$ cat config.mk
export PLATFORM = sky130hd
export DESIGN_NAME = dram_fifo_ctrl
export DESIGN_NICKNAME = d
export VERILOG_FILES = /design/src/rtl/dram_fifo_ctrl.sv
export SDC_FILE = /design/constraint.sdc
export NUM_CORES = 1
export LEC_CHECK = 0
export CAP_MARGIN = 5
export CORE_UTILIZATION = 48
export DETAILED_ROUTE_END_ITERATION = 8
export GPL_ROUTABILITY_DRIVEN = 0
export GPL_TIMING_DRIVEN = 0
export PLACE_DENSITY = 0.67
export SKIP_LAST_GASP = 1
export SYNTH_ARGS = -nofsm -noshare
export SYNTH_HDL_FRONTEND = slang
export SYNTH_SLANG_ARGS = --single-unit
$ cat constraint.sdc
create_clock -name clock_i -period 3.1 [get_ports clock_i]
set_clock_uncertainty 0.1 [all_clocks]
set_input_delay 0.31 -clock clock_i [delete_from_list [all_inputs] [get_ports clock_i]]
set_output_delay 0.31 -clock clock_i [all_outputs]
set_load 0.05 [all_outputs]
$ cat src/rtl/dram_fifo_ctrl.sv
// -----------------------------------------------------------------------------
// dram_fifo_ctrl
//
// Synchronous 32-deep FIFO on RAM32M-style distributed RAM in simple-dual-port
// mode. Each primitive holds 6 data bits. Port D (ADDRD) takes the write
// address and ports A/B/C take the read address. The block owns the pointers,
// the occupancy counter, the status flags and the registered read stage.
//
// Parameters
//   WIDTH   data width in bits; must be a multiple of 6 (WIDTH/6 primitives)
//   AFULL   almost_full_o  asserts when level >= AFULL  (1..32)
//   AEMPTY  almost_empty_o asserts when level <= AEMPTY (0..31)
//
// Ports
//   clock_i         sole clock, also the RAM write clock
//   reset_i         asynchronous, active-high reset
//   write_i/data_i  push request and push data, sampled on the rising edge
//   read_i          pop request, sampled on the rising edge
//   data_o/valid_o  registered pop data; valid_o is high for exactly one cycle
//                   after each accepted pop
//   empty_o/full_o  level == 0 / level == 32
//   almost_full_o   level >= AFULL
//   almost_empty_o  level <= AEMPTY
//   level_o         occupancy, 0..32
//   overflow_o      sticky: a push was rejected (cleared only by reset)
//   underflow_o     sticky: a pop was rejected  (cleared only by reset)
// -----------------------------------------------------------------------------
module dram_fifo_ctrl #(
  parameter int WIDTH  = 6,
  parameter int AFULL  = 28,
  parameter int AEMPTY = 4
) (
  input  logic             clock_i,
  input  logic             reset_i,
  input  logic             write_i,
  input  logic [WIDTH-1:0] data_i,
  input  logic             read_i,
  output logic [WIDTH-1:0] data_o,
  output logic             valid_o,
  output logic             empty_o,
  output logic             full_o,
  output logic             almost_full_o,
  output logic             almost_empty_o,
  output logic [5:0]       level_o,
  output logic             overflow_o,
  output logic             underflow_o
);

  localparam int NPRIM = WIDTH / 6;
  localparam int DEPTH = 32;

  logic [4:0]       wptr;
  logic [4:0]       rptr;
  logic [5:0]       level;
  logic             wr_ok;
  logic             rd_ok;
  logic [WIDTH-1:0] ram_dout;

  // ---------------------------------------------------------------------------
  // Flags decode combinationally from the registered level only.
  // ---------------------------------------------------------------------------
  assign empty_o        = (level == 6'd0);
  assign full_o         = (level == 6'd32);
  assign almost_full_o  = (level >= 6'(AFULL));
  assign almost_empty_o = (level <= 6'(AEMPTY));
  assign level_o        = level;

  // A push into a full FIFO is legal only when a pop frees a slot in the same
  // cycle. A pop on empty is never served from a same-cycle push, so there is
  // no bypass path from data_i to data_o.
  assign wr_ok = write_i & (~full_o | read_i);
  assign rd_ok = read_i & ~empty_o;

  // ---------------------------------------------------------------------------
  // Distributed RAM, one RAM32M-equivalent per 6-bit slice.
  // A RAM32M writes all four 32x2 arrays at ADDRD. With ADDRA/B/C tied to rptr,
  // arrays A/B/C form a 32x6 simple-dual-port RAM. Port D's DID is tied to 0
  // and DOD is unused, so array D carries no information and is not modelled.
  // Slice mapping inside each primitive: A = bits [5:4], B = [3:2], C = [1:0].
  // ---------------------------------------------------------------------------
  for (genvar g = 0; g < NPRIM; g++) begin : g_ram
    logic [1:0] mem_a [DEPTH];
    logic [1:0] mem_b [DEPTH];
    logic [1:0] mem_c [DEPTH];

    // NOTE: the RAM arrays have no reset. Distributed RAM cannot be cleared in
    // one cycle, and the pointers and level already make stale contents
    // unreachable.
    always_ff @(posedge clock_i) begin
      if (wr_ok) begin
        mem_a[wptr] <= data_i[6*g+5 -: 2];
        mem_b[wptr] <= data_i[6*g+3 -: 2];
        mem_c[wptr] <= data_i[6*g+1 -: 2];
      end
    end

    // Asynchronous read (DOA/DOB/DOC).
    assign ram_dout[6*g+5 -: 2] = mem_a[rptr];
    assign ram_dout[6*g+3 -: 2] = mem_b[rptr];
    assign ram_dout[6*g+1 -: 2] = mem_c[rptr];
  end

  // ---------------------------------------------------------------------------
  // Pointers, level, read register and sticky error flags.
  // The pointers are 5 bits wide, so they wrap from 31 to 0 without extra logic.
  // ---------------------------------------------------------------------------
  // NOTE: all state here uses non-blocking assignments, so every branch sees
  // the pre-edge values of level/pointers and the order of statements does not
  // matter.
  always_ff @(posedge clock_i or posedge reset_i) begin
    if (reset_i) begin
      wptr        <= '0;
      rptr        <= '0;
      level       <= '0;
      data_o      <= '0;
      valid_o     <= 1'b0;
      overflow_o  <= 1'b0;
      underflow_o <= 1'b0;
    end else begin
      if (wr_ok) begin
        wptr <= wptr + 5'd1;
      end

      if (rd_ok) begin
        rptr    <= rptr + 5'd1;
        data_o  <= ram_dout;
        valid_o <= 1'b1;
      end else begin
        valid_o <= 1'b0;
      end

      case ({wr_ok, rd_ok})
        2'b10:   level <= level + 6'd1;
        2'b01:   level <= level - 6'd1;
        default: level <= level;
      endcase

      if (write_i && !wr_ok) begin
        overflow_o <= 1'b1;
      end
      if (read_i && empty_o) begin
        underflow_o <= 1'b1;
      end
    end
  end

endmodule

After elaboration in Yosys (flattened, before gate mapping):

Memories as Yosys holds them, arrays and structs flattened. A register that Yosys moved wholly into a read port is not among the register bits.
Cells that the tools add are included.

* register bits after elaboration: 19
* bits in writable memories: 192
* input port bits: 10
* output and inout port bits: 19
* word-level logic and storage cells: 32
* memories kept: 3

Memory list
* g_ram[0].mem_a: depth 32, bits a word 2, rd ports 1, clocked after memory_dff 1, write ports 1, line 82 `logic [1:0] mem_a [DEPTH];`
* g_ram[0].mem_b: depth 32, bits a word 2, rd ports 1, clocked after memory_dff 1, write ports 1, line 83 `logic [1:0] mem_b [DEPTH];`
* g_ram[0].mem_c: depth 32, bits a word 2, rd ports 1, clocked after memory_dff 1, write ports 1, line 84 `logic [1:0] mem_c [DEPTH];`

* add/sub/neg operators: 4
* order comparisons: 2
* equal/unequal tests: 3
* muxes and demuxes: 4
* bitwise operators: 5
* reductions and logical operators: 5

Operators with widths (count)
* $pmux W6 S2: 1
* $add A5 B1 Y5 const B: 2
* $add A6 B1 Y6 const B: 1
* $eq A6 B6 Y1 const B: 1
* $ge A6 B5 Y1 const B: 1
* $le A6 B3 Y1 const B: 1
* $logic_not A6 Y1: 1
* $sub A6 B1 Y6 const B: 1
* $mux W1: 3
* $and A1 B1 Y1: 2
* $eq A2 B1 Y1 const B: 1
* $eq A2 B2 Y1 const B: 1
* $logic_and A1 B1 Y1: 2
* $not A1 Y1: 2
* $reduce_bool A2 Y1: 1
* $logic_not A1 Y1: 1
* $or A1 B1 Y1: 1

Depth between registers and ports, before layout:

* depth after elaboration: 6
* depth in mapped cells: 13
* gate-level depth less buffers: 11

Worst setup path before layout:

Ideal clock, no wire load.

* kind: reg2reg
* start point: register level[1] (netlist: level_o[1])
* end point: register level[3] (netlist: level_o[3])
* setup time: 127 ps
* arrival time: 2686 ps
* required time: 2873 ps
* path slack: 188 ps
* stages on the path, launching flop included: 12
* path buffers: 2
* clock period less this slack: 2912 ps
* cells stage by stage: dfrtp_1 buf_2 nor4_4 a41oi_2 inv_1 ha_1 buf_2 nor3b_1 o21ai_0 nand2_1 mux2_2 xor2_1

* longest elaborated chain between the ends: 6
* elaborated cells on any way between the ends: 13
* those cells by class: 2 x add/sub; 3 x eq/ne; 1 x mux; 5 x bitwise; 2 x reduce/logical

Ends and longest elaborated chain
* from (decl): line 54 `logic [5:0] level;`
* from (signal assigned): line 133 `2'b10: level <= level + 6'd1;`
* from (signal assigned): line 134 `2'b01: level <= level - 6'd1;`
* from (signal assigned): line 135 `default: level <= level;`
* $eq A6 B6 Y1: line 63 `assign full_o = (level == 6'd32);`
* $not A1 Y1: line 71 `assign wr_ok = write_i & (~full_o | read_i);`
* $or A1 B1 Y1: line 71
* $and A1 B1 Y1: line 71
* $eq A2 B1 Y1 / $eq A2 B2 Y1 (equally long branches): line 132 `case ({wr_ok, rd_ok})`
* $pmux W6 S2 / $reduce_bool A2 Y1 (equally long branches)

Parallel ways exist; a longest one is shown, timed or not.
A chain may end at the register's enable or synchronous reset.

Worst setup path in the final report:

* start point: register level[3] (netlist: level_o[3])
* end point: register level[3] (netlist: level_o[3])

Same word-level chain as after synthesis.

==> metrics <==
relative slew slack=15.3%; post-synth top area cell=edfxtp_1; final setup fails=0; Post-Route WL=18,000 µm; IO Pins=29; clk buf depth=3; top-count cell post-synth=edfxtp_1; Post-Syn Area per Cell=18.4 µm²; Syn Nets=505; Lkg Pwr=0.00346 µW; most used cell, CP=buf_2; Synthesis Warnings=0; DP Worst Slack=0.00365 ns; Num CTS Buffers=23; top cells by area, synth=edfxtp_1 64%, dfrtp_1 7.0%, mux4_1 6.4%, mux4_2 6.0%, mux2_2 1.9%; Max Transition Viols Final=0; total power=9420 µW; status=complete, but fails checks; GRT Overall Usage=19.5%; initial antenna violation count=0; PwrDens=920 nW/µm²; Worst Tran Pin Value=1.27 ns; largest net degree at the start of global routing=33; Reg area=6390 µm²; Critical Path Slowest Stage Cell=nor4_4; fmax=0.337 GHz; die area=19,200 µm²; Yosys top cell area share=64.3%; layout cells sized above 1=18.0%; H-Tree Level Count=1; critical path required time=3.38 ns; commonest cells in the netlist=192 x edfxtp_1, 44 x nor2_1, 25 x dfrtp_1; post-synthesis register bit count=217; via count=4,528; RSZ-0062 raised after global routing=true; CTS tree=built; Fin. Hold Viols=0; maxcap violations=0; Synth Instances=487; Ant. Diodes=0; clock sinks=217; root buf cell=clkbuf_16; hpwl dp=11,500 µm; vias in the first global route=4,657; Synth Flop Type=edfxtp_1; worst hold margin=0.259 ns; Final period util=95.6%; vias per cell=5.78; setup ws final=0.136 ns; Crit Path Max Fanout=10; Clock Pin Slew Worst Setup and Hold Paths=0.06 ns; fillers=1,356; category of the most critical setup path=reg -> reg; Cell Rows=49; Yosys cell types=42; Final Critical Period=2.96 ns; sequential area share after synthesis=71.3%; drt pass-1 iters=7; drt wl/cell=22.9 µm; NumNets Final=558; IO buf count=28; CP Capture Type=flip-flop; crit path DAT=3.25 ns; remaining global-route overflow=0; first-pass GRT wire length=27,900 µm; clock latency on the worst-skew pair=0.50 ns; die span in y=139 µm; number of synthesized flops with an enable pin=192; hold_buf cts=0; die width=139 µm; Synth async-reset ratio=11.5%; VDD IR max=0.615 mV; Starting DRT DRC Count=346; failing checks=design-rule violations; DRC viols=4; core area=18,100 µm²; Routed Antenna Nets=0; Initial Util=49.4%; worst hold path class=in -> async; crit start category=flip-flop; area grow syn2layout=14.3%; CP cell instances=buf_2 -> nor4_4 -> a41oi_4 -> inv_1 -> ha_1 -> buf_2 -> nor3b_1 -> o21ai_0 -> nand2_1 -> mux2_2 -> xor2_1; CP max stage delay=0.42 ns; area occupied by multi-input gates=2390 µm²; Post-Syn Area=8960 µm²
## flip-flops by register name (all words and copies together) (netlist names)
signal,flops
data_o,6
g_ram.mem_a,64
g_ram.mem_b,64
g_ram.mem_c,64
level_o,6
overflow_o,1
rptr,5
underflow_o,1
valid_o,1
wptr,5
## area by class of cell
type                       count  share of cell area [%]
buffer                        28                    1.60
clock buffer                  24                    5.65
clock inverter                16                    1.17
inverter                      10                   0.366
multi-input combinational    232                    23.3
sequential                   217                    62.4
tap                          229                    2.80
timing repair buffer          28                    2.74
## stage by stage
step	TNS [ns]	cells	area, µm²	util (%)
floorplan	0	487	8960	-
global placement	0	744	9530	52.5
detailed placement	0	744	9530	52.5
CTS	0	784	10200	56.4
global route	-0.0529	784	10200	56.5
finish	0	784	10200	56.5
## metal layers
metal  track usage (%)  routed length (µm)  vias up
li1                  -                   -     2049
met1              28.5                7930     2313
met2              30.9                8600      137
met3              3.00                1020       29
met4              5.32                 406        0
met5                 0                   0        -
## critical path, delay by kind of cell (launching register included)
family	cells	cell delay, ns
flops	1	0.38
fa+ha+maj	1	0.14
xor+xnor	1	0.14
compound gates	2	0.43
mux	1	0.35
simple gates	3	0.77
buf+inv	3	0.53
## path summary, 6_finish.rpt
kind,from,to,slack [ns],cells past startpoint
max in group asynchronous,reset_i,rptr[3],2.01,2
setup reg to reg,level_o[3],level_o[3],0.14,11
setup / recovery,level_o[3],level_o[3],0.14,11
hold reg to reg,underflow_o,underflow_o,0.36,1
min in group clock_i,read_i,underflow_o,0.33,2
hold / removal,reset_i,level_o[0],0.26,2
## power breakdown
| group | internal, µW | total, µW | switching, µW |
|---|---|---|---|
| sequential | 3510 | 3680 | 179 |
| combinational | 1330 | 3180 | 1850 |
| clock | 1510 | 2560 | 1050 |
## kinds of logic after synthesis
logic type                 after synthesis  synth area share, %
muxes                                   69                 15.3
and+or+nand+nor                        100                 5.61
xor gates and xnor gates                15                 1.47
DFF                                    217                 71.3
adders and majority gates                8                 1.12
buffers and inverters                   38                 2.25
AOI/OAI and AO/OA                       40                 3.01
## what timing repair did
item                                    in CTS  in global routing
endpoints found under the setup margin       0                  3
setup buffers                                0                  0
hold endpoints to repair                     0                  0
resized for setup                            0                  2
## cells in the final DEF, fill, tap and decap left out, types with 3 or more instances in the layout
master           netlist  layout
edfxtp_1             192     192
nor2_1                44      44
clkdlybuf4s50_1        0      28
dfrtp_1               25      25
mux4_2                24      24
clkbuf_16              0      23
mux4_1                22      22
mux2_2                15      15
buf_2                 14      14
nand2_1               13      13
o21ai_0               12      12
nand3_1               11      11
inv_1                 10      10
xnor2_1               10      10
clkbuf_1               8       9
mux2i_1                8       8
ha_1                   8       8
clkinv_1               0       8
a211oi_1               7       7
nor2b_1                6       6
clkinv_2               0       6
a21oi_1                6       5
nand3b_1               5       5
xor2_1                 5       5
nand4_1                4       4
o22ai_1                4       4
nor3_1                 4       4
buf_6                  3       3
nor3b_1                3       3
Note: power is estimated with default switching activity, not from simulation.
